## src/rtl/hpu_pkg.sv

```systemverilog
// Shared types and default widths for the HPU phase controller.
package hpu_pkg;

  typedef enum logic [2:0] {
    IDLE  = 3'd0,
    GEN   = 3'd1,
    GAP   = 3'd2,
    RUN   = 3'd3,
    DRAIN = 3'd4,
    DONE  = 3'd5
  } phase_e;

  localparam int ERR_BEAT = 0;
  localparam int ERR_WDOG = 1;

  localparam int MAT_AW_DEF = 7;
  localparam int ITEM_W_DEF = 16;
  localparam int BEAT_W_DEF = 20;
  localparam int WDOG_W_DEF = 24;

endpackage

```

## src/rtl/hpu_wdog.sv

```systemverilog
// Inactivity watchdog: counts while enabled, raises timeout at the all-ones terminal count.
module hpu_wdog #(
  parameter int W = 24
) (
  input  logic clk_i,
  input  logic rst_n_i,
  input  logic clr_i,
  input  logic en_i,
  output logic timeout_o
);

  logic [W-1:0] cnt_q;

  always_ff @(posedge clk_i or negedge rst_n_i) begin
    if (!rst_n_i) begin
      cnt_q <= '0;
    end else if (clr_i) begin
      cnt_q <= '0;
    end else if (en_i && (cnt_q != '1)) begin
      cnt_q <= cnt_q + 1'b1;
    end
  end

  // Activity in the terminal cycle rescues the job.
  assign timeout_o = en_i && !clr_i && (cnt_q == '1);

endmodule

```

## src/rtl/hpu_phase_ctrl.sv

```systemverilog
// HPU job sequencer: item-memory generation, stream run, output drain, done.
// Optional watchdog on RUN/DRAIN stalls is built when HPU_PHASE_WDOG_EN is defined.
//
// state | meaning
// IDLE  | no job, waiting for cfg_start
// GEN   | matw=1, writing item memory, mat_a stepping
// GAP   | one settle cycle before run
// RUN   | run=1, counting S_AXIS beats until s_fin
// DRAIN | run=1 held until the final M_AXIS beat
// DONE  | job complete, done=1 until next cfg_start
module hpu_phase_ctrl
  import hpu_pkg::*;
#(
  parameter int MAT_AW = MAT_AW_DEF,
  parameter int ITEM_W = ITEM_W_DEF,
  parameter int BEAT_W = BEAT_W_DEF
`ifdef HPU_PHASE_WDOG_EN
  , parameter int WDOG_W = WDOG_W_DEF
`endif
) (
  input  logic              AXIS_ACLK,
  input  logic              AXIS_ARESETN,
  input  logic              cfg_start,
  input  logic              cfg_abort,
  input  logic [ITEM_W-1:0] cfg_item_num,
  input  logic [BEAT_W-1:0] cfg_beats,
  input  logic              cfg_last,
  input  logic              src_v,
  input  logic              s_fin,
  input  logic              dst_hs_last,
  output logic              matw,
  output logic              run,
  output logic              last,
  output logic [MAT_AW-1:0] mat_a,
  output logic              busy,
  output logic              done,
  output logic [1:0]        err,
  output logic [BEAT_W-1:0] beat_cnt
);

  phase_e            state_q;
  logic [ITEM_W-1:0] item_num_q, item_cnt_q;
  logic [BEAT_W-1:0] beats_q, beat_cnt_q, beat_cnt_d;
  logic [MAT_AW-1:0] mat_a_q;
  logic              matw_q, run_q, last_q, busy_q, done_q;
  logic [1:0]        err_q;
  logic              wdog_to;

  always_comb begin
    beat_cnt_d = beat_cnt_q;
    if (src_v && (beat_cnt_q != '1)) beat_cnt_d = beat_cnt_q + 1'b1;
  end

`ifdef HPU_PHASE_WDOG_EN
  logic wdog_en, wdog_clr;
  assign wdog_en  = (state_q == RUN) || (state_q == DRAIN);
  assign wdog_clr = !wdog_en || src_v || dst_hs_last || cfg_abort ||
                    ((state_q == RUN) && s_fin);

  hpu_wdog #(.W(WDOG_W)) u_wdog (
    .clk_i    (AXIS_ACLK),
    .rst_n_i  (AXIS_ARESETN),
    .clr_i    (wdog_clr),
    .en_i     (wdog_en),
    .timeout_o(wdog_to)
  );
`else
  assign wdog_to = 1'b0;
`endif

  always_ff @(posedge AXIS_ACLK or negedge AXIS_ARESETN) begin
    if (!AXIS_ARESETN) begin
      state_q    <= IDLE;
      item_num_q <= '0;
      item_cnt_q <= '0;
      beats_q    <= '0;
      beat_cnt_q <= '0;
      mat_a_q    <= '0;
      matw_q     <= 1'b0;
      run_q      <= 1'b0;
      last_q     <= 1'b0;
      busy_q     <= 1'b0;
      done_q     <= 1'b0;
      err_q      <= '0;
    end else if (cfg_abort || wdog_to) begin
      state_q <= IDLE;
      matw_q  <= 1'b0;
      run_q   <= 1'b0;
      busy_q  <= 1'b0;
      if (!cfg_abort) err_q[ERR_WDOG] <= 1'b1;
    end else begin
      case (state_q)
        IDLE, DONE: begin
          if (cfg_start) begin
            state_q    <= GEN;
            item_num_q <= cfg_item_num;
            beats_q    <= cfg_beats;
            last_q     <= cfg_last;
            item_cnt_q <= '0;
            mat_a_q    <= '0;
            beat_cnt_q <= '0;
            err_q      <= '0;
            done_q     <= 1'b0;
            matw_q     <= 1'b1;
            busy_q     <= 1'b1;
          end
        end
        GEN: begin
          if (item_cnt_q == item_num_q) begin
            state_q <= GAP;
            matw_q  <= 1'b0;
          end else begin
            item_cnt_q <= item_cnt_q + 1'b1;
            mat_a_q    <= mat_a_q + 1'b1;
          end
        end
        GAP: begin
          state_q <= RUN;
          run_q   <= 1'b1;
        end
        RUN: begin
          beat_cnt_q <= beat_cnt_d;
          if (s_fin) begin
            if (beat_cnt_d != beats_q) err_q[ERR_BEAT] <= 1'b1;
            if (dst_hs_last) begin
              state_q <= DONE;
              run_q   <= 1'b0;
              busy_q  <= 1'b0;
              done_q  <= 1'b1;
            end else begin
              state_q <= DRAIN;
            end
          end
        end
        DRAIN: begin
          if (dst_hs_last) begin
            state_q <= DONE;
            run_q   <= 1'b0;
            busy_q  <= 1'b0;
            done_q  <= 1'b1;
          end
        end
        default: begin
          state_q <= IDLE;
          matw_q  <= 1'b0;
          run_q   <= 1'b0;
          busy_q  <= 1'b0;
        end
      endcase
    end
  end

  assign matw     = matw_q;
  assign run      = run_q;
  assign last     = last_q;
  assign mat_a    = mat_a_q;
  assign busy     = busy_q;
  assign done     = done_q;
  assign err      = err_q;
  assign beat_cnt = beat_cnt_q;

endmodule

```

## config.mk

```make
export PLATFORM = sky130hd
export DESIGN_NAME = hpu_phase_ctrl
export DESIGN_NICKNAME = d
export VERILOG_FILES = /design/src/rtl/hpu_pkg.sv /design/src/rtl/hpu_wdog.sv /design/src/rtl/hpu_phase_ctrl.sv
export SDC_FILE = /design/constraint.sdc
export NUM_CORES = 1
export LEC_CHECK = 0
export BUFFER_PORTS_ARGS = -buffer_cell sky130_fd_sc_hd__buf_4
export CORE_MARGIN = 4
export CORE_UTILIZATION = 59
export CTS_BUF_LIST = sky130_fd_sc_hd__clkbuf_8
export DETAILED_ROUTE_END_ITERATION = 10
export PLACE_DENSITY = 0.88
export SLEW_MARGIN = 25
export SYNTH_ARGS = -nofsm -noshare
export SYNTH_HDL_FRONTEND = slang
export SYNTH_HIERARCHICAL = 1
export SYNTH_SLANG_ARGS = --single-unit
export TNS_END_PERCENT = 10
```

## constraint.sdc

```tcl
create_clock -name AXIS_ACLK -period 2.77 [get_ports AXIS_ACLK]
set_input_delay 0.554 -clock AXIS_ACLK [delete_from_list [all_inputs] [get_ports AXIS_ACLK]]
set_output_delay 0.554 -clock AXIS_ACLK [all_outputs]
set_load 0.01 [all_outputs]
```

---- Yosys cells after proc, flatten, opt, wreduce, memory -nomap -nowiden ----
Cells that the tools add are included.
cells by class
  $add $sub $neg .......................... 3
  equal/unequal tests ..................... 19
  muxes and demuxes ....................... 36
  bitwise operators ....................... 1
  reductions and logical operators ........ 18
operators by type and width
  kind                                                                     number
  20-bit 2-to-1 mux                                                        2
  20-bit one-hot mux with 2 select lines                                   1
  16-bit 2-to-1 mux                                                        2
  16-bit one-hot mux with 2 select lines                                   1
  20-bit by 1-bit adder with 20-bit output, second input constant          1
  20-bit inequality test                                                   1
  20-bit inequality test, second input constant                            1
  16-bit by 1-bit adder with 16-bit output, second input constant          1
  16-bit == test                                                           1
  1-bit 2-to-1 mux                                                         16
  3-bit 2-to-1 mux                                                         5
  3-bit one-hot mux with 5 select lines                                    1
  7-bit 2-to-1 mux                                                         2
  7-bit one-hot mux with 2 select lines                                    1
  3-bit inequality test, second input constant                             4
  3-bit AND reduction                                                      4
  4-bit AND reduction                                                      3
  2-bit inequality test, second input constant                             4
  1-bit one-hot mux with 4 select lines                                    2
  7-bit by 1-bit adder with 7-bit output, second input constant            1
  3-bit by 2-bit == test with 1-bit output, second input constant          2
  3-bit == test, second input constant                                     2
  2-bit by 1-bit inequality test with 1-bit output, second input constant  3
  1-bit one-hot mux with 3 select lines                                    2
  other kinds (11)                                                         14
word-level totals
  register bits after elaboration ......... 88
  input port bits ......................... 44
  output and inout bits ................... 34
  word-level logic and storage cells ...... 89

---- Longest topological paths before layout ----
  word-level depth ........................ 7
  gate-level depth with buffers ........... 9
  gate-level depth less buffers ........... 8

---- Least setup slack after synthesis ----
OpenSTA, ideal clock, no wires.
  path kind ............................... reg-to-reg
  start ................................... reg beat_cnt_q[0], in the netlist beat_cnt[0]
  end ..................................... reg err_q[0], in the netlist err[0]
  library setup time ...................... 0.124 ns
  arrival time ............................ 2.315 ns
  data required time ...................... 2.646 ns
  path slack .............................. 0.332 ns
  stages on the path, launching flop included .. 9
  path buffers ............................ 1
  cells stage by stage .................... dfrtp_1 -> ha_1 -> and3_1 -> or4b_4 -> o21a_1 -> buf_6 -> o31ai_1 -> nand4_1 -> o31a_1
between the ends
  word-level cells in the longest chain between the ends .. 6
  elaborated cells between the ends (all ways) .. 7
  classes of those cells .................. 1 x add/sub; 3 x eq/ne; 1 x mux; 2 x reduce/logical
ends and longest elaborated chain
  what                                                                                              RTL line               text
  from (decl)                                                                                       hpu_phase_ctrl.sv:43   logic [BEAT_W-1:0] beats_q, beat_cnt_q, beat_cnt_d;
  from (signal assigned)                                                                            hpu_phase_ctrl.sv:122  beat_cnt_q <= beat_cnt_d;
  parallel branches: the longest is 2 deep, another holds 20-bit by 1-bit adder with 20-bit output  -
  20-bit 2-to-1 mux *                                                                               hpu_phase_ctrl.sv:51   if (src_v && (beat_cnt_q != '1)) beat_cnt_d = beat_cnt_q + 1'b1;
  20-bit inequality test *                                                                          hpu_phase_ctrl.sv:124  if (beat_cnt_d != beats_q) err_q[ERR_BEAT] <= 1'b1;
  2-bit inequality test (no line) *                                                                 -
  5-bit AND reduction (no line) *                                                                   -
  to (signal assigned)                                                                              hpu_phase_ctrl.sv:84   err_q <= '0;
  to (signal, indexed assignment)                                                                   hpu_phase_ctrl.sv:90   if (!cfg_abort) err_q[ERR_WDOG] <= 1'b1;
  to (signal, indexed assignment)                                                                   hpu_phase_ctrl.sv:124
  to (decl)                                                                                         hpu_phase_ctrl.sv:46   logic [1:0] err_q;
Mark *: on every way between the ends.
A chain may end at the register's enable or synchronous reset.

---- Worst setup path in the final report ----
  start ................................... reg beat_cnt_q[1], in the netlist beat_cnt[1]
  end ..................................... reg err_q[0], in the netlist err[0]
Same word-level chain as after synthesis.

==> impl_summary.log <==
[metrics] run status: completed
[metrics] Adder-Cell Fraction of Synth Area: 0.739%
[metrics] core footprint: 8300 sq um
[metrics] RSZ-0062 raised after global routing: no
[metrics] number of gates resized after CTS: 0
[metrics] maximum VDD drop: 0.342 mV
[metrics] fraction of final layout cells sized beyond drive strength 1: 18.9%
[metrics] number of instances in the synthesized netlist: 603
[metrics] standby leakage power: 2.70 nW
[metrics] post-route insts no fill: 783
[metrics] vias: 4717
[metrics] post-synthesis instance area: approximately 5100 sq um
[metrics] share of power burned in the clock network: 29.6%
[metrics] Initial Util: 61.2%
[metrics] Int Power: a little over 2 mW
[metrics] Detailed Route Iter0 Violations: 324
[metrics] P&R area growth vs syn: 17.2%
[metrics] headroom to the max-slew limit: 55.7%
[metrics] first-pass GRT wire length: 22.0 mm
[metrics] buffers from clock root to sink, at most: 2
[metrics] multiplexer area fraction after synthesis: 0.394%
[metrics] placed cells: 767
[metrics] die height: 101 um
[metrics] switching fraction of total power: 32.0%
[metrics] vias per std cell: 6.02
[metrics] final weighted congestion in routability-driven placement: ~0.93
[metrics] root cell of the clock tree: clkbuf_8
[metrics] drt drc: 0
[metrics] Routed Antenna Nets: 0
[metrics] Max-Cap Viols: 0
[metrics] share of total power in combinational logic: 18.6%
[metrics] proportion of synthesized flip-flops having asynchronous set or reset: 100%
[metrics] final hold viol count: 0
[metrics] Setup crit end kind: flip-flop
[metrics] post-layout total power: 2.97 mW
[metrics] clock transition at the register clock pins on the worst setup and hold paths after CTS: 100 ps
[metrics] overall routing resource usage: between 20% and 30%
[metrics] setup TNS: 0 ps
[metrics] vias in the first global route: approximately 4600
[metrics] Net Switching: about 950 uW
[metrics] Final WS setup: about 150 ps
[metrics] hold slack: 139 ps
[metrics] CTS hold repair buffers: 0
[metrics] antenna violations before repair: 0
[metrics] ordered cell list for the critical path: ha_2, and3_1, or4b_4, o21a_1, nand2_1, xnor2_1, nand4_1, o31a_1
[metrics] count of buffers from port buffering: 76
[metrics] portion of the post-synthesis area used by sequential elements: 43.3%
[metrics] most frequent cell after synthesis: nand2_1
[metrics] Tcrit/Tclk final: 94.6%
[metrics] library cell with the largest summed area after synthesis: dfrtp_1
[metrics] number of levels the H-tree was split into: 3
[metrics] Sinks on Clock Net: between 80 and 90
[metrics] ANT cells: 0
[metrics] overall die area: about 10000 sq um
[metrics] total routed wirelength: 13.3 mm
[metrics] DP Wirelength: 9.70 mm
[metrics] post-detailed-route wirelength per cell: 17.0 um
[metrics] flop and latch count out of synthesis: 88
[metrics] clock latency of the later-clocked register in the worst-skew pair: approximately 380 ps
[metrics] largest stage delay on the critical path: 530 ps
[metrics] Unique masters post-synth: 64
[metrics] Post-CTS Setup Inserts: 0
[metrics] number of enable flip-flop cells after synthesis: 0
[metrics] Worst Hold Class: in -> async
[metrics] xor/xnor share of the synthesized area: 9.83%
[metrics] clock period minus worst slack: 2620 ps
[metrics] top cells by area in the synthesized netlist: dfrtp_1, nand2_1, xnor2_1
[metrics] Startpoint Class: flip-flop
[metrics] final number of max-transition violations: 0
[metrics] pin count of the biggest net entering global routing: 61
[metrics] WP data required: 3040 ps
[metrics] FILL cells: 644
[metrics] slowest stage cell on the critical path: or4b_4
[metrics] first-pass detailed-route iteration total: 5
[metrics] top cells by instance count after synthesis: nand2_1, dfrtp_1, xnor2_1
[metrics] portion of synthesized cell area occupied by the leading cell type: a little over two fifths
[metrics] total number of yosys warnings: 6
[metrics] post-synthesis area per instance: 8.42 sq um
[metrics] final worst clock skew: 8.25 ps
[metrics] top-level I/O count: 78
[metrics] maximum fanout count along the critical path: 9
[metrics] Setup WS pre-CTS: 90.6 ps
[metrics] type of the worst setup path: reg -> reg
[metrics] number of setup violations in the final report: 0
[metrics] TritonCTS clock tree: yes
[metrics] main combinational cell family by area after synthesis: simple AND/OR/NAND/NOR gates
[metrics] number of CTS-inserted buffers: 9
[metrics] relative contribution of sequential cells to total power: 51.8%
[metrics] ys flop type: dfrtp_1
[metrics] Nets: 720
[metrics] kind of cell adding the most delay to the critical path: simple AND/OR/NAND/NOR gates
[metrics] Post-Synthesis Net Count: 650
[metrics] row cnt: 33
[metrics] WP data arrival: 2890 ps
[metrics] timing-limited maximum frequency: 0.381 GHz
[metrics] Bufs and invs on worst path: 0
[metrics] PD cells: 499 nW/um^2
[metrics] synthesized-area fraction occupied by ao, oa, aoi and oai cells: 13.3%
[metrics] Post-Synth Simple-Gate Area: 28.3%
[metrics] aggregate global routing overflow: 0
[metrics] transition time at the pin with the least slew margin: approximately 660 ps
[metrics] floorplan die width: 101 um
## worst reg2reg max path, cell delays in order, from the launching register on
cell and delay, ps:
dfrtp_2 440, ha_2 260, and3_1 290, or4b_4 530
o21a_1 310, nand2_1 170, xnor2_1 140, nand4_1 110
o31a_1 260
## cell type report
| type | instances | area (sq um) | share of cell area (%) |
|---|---|---|---|
| Inverter | 11 | 41.3 | 0.694 |
| Multi-Input combinational cell | 471 | 2690 | 45.2 |
| Sequential cell | 88 | 2200 | 37.0 |
| Clock buffer | 9 | 124 | 2.08 |
| Timing Repair Buffer | 92 | 703 | 11.8 |
| Clock inverter | 7 | 61.3 | 1.03 |
| Tap cell | 105 | 131 | 2.21 |
## final timing paths
check / startpoint / end / slack, ps / cells past startpoint
min: AXIS_ARESETN / last / 140 / 1
max: beat_cnt[1] / err[0] / 150 / 8
max in group asynchronous: AXIS_ARESETN / beat_cnt[12] / 2030 / 2
max reg2reg: beat_cnt[1] / err[0] / 150 / 8
min in group AXIS_ACLK: cfg_item_num[6] / item_num_q[6] / 350 / 3
min reg2reg: last / last / 490 / 2
## per-stage QoR
step | area (sq um) | util (%)
CTS | 5940 | 71.6
floorplan | 5080 | -
global route | 5950 | 71.7
finish | 5950 | 71.7
global placement | 5750 | 69.3
detailed placement | 5750 | 69.3
## routing by layer
metal	vias to the layer above	track usage (%)	routed length, um
met3	40	4.78	843
met1	2260	34.0	5360
met5	-	0	0
met4	0	13.0	455
met2	199	45.8	6680
li1	2218	-	-
## sequential cells by signal (all words and copies together) (netlist names)
signal and flops:
err 1, item_num_q 16, beat_cnt 20, last 1, state_q 3, item_cnt_q 16, done 1, mat_a 7
run 1, busy 1, matw 1, beats_q 20
## cells in the final DEF, fill, tap and decap left out, types with 3 or more instances in the layout
| master | Yosys | final |
|---|---|---|
| and2_1 | 3 | 3 |
| nor4_1 | 10 | 10 |
| nand4_1 | 17 | 17 |
| o31ai_1 | 6 | 6 |
| a21oi_1 | 26 | 26 |
| inv_6 | 0 | 3 |
| xnor2_1 | 43 | 43 |
| nor2_1 | 42 | 42 |
| xor2_1 | 14 | 14 |
| buf_4 | 4 | 91 |
| nor2b_1 | 4 | 4 |
| dfrtp_1 | 88 | 87 |
| clkbuf_8 | 0 | 9 |
| o21a_1 | 3 | 3 |
| o41ai_1 | 4 | 4 |
| a31oi_1 | 7 | 7 |
| nor3_1 | 14 | 14 |
| inv_1 | 10 | 10 |
| nand2_1 | 152 | 152 |
| nand3_1 | 21 | 21 |
| o21ai_0 | 40 | 40 |
| and3_1 | 5 | 4 |
| or3_1 | 10 | 10 |
## logic make-up after synthesis
group,after synthesis
compound gates,109
xor+xnor,57
fa+ha+maj,3
buf+inv,44
flops,88
mux,2
other cells,1
simple gates,299
## power by group through the flow
stage	clock (mW)	combinational (mW)	sequential [mW]
floorplan	0	0.344	1.54
global placement	0	0.525	1.56
detailed placement	0	0.555	1.56
CTS	0.879	0.558	1.54
global route	0.931	0.621	1.56
finish	0.878	0.553	1.54
(Power assumes the default switching activity.)
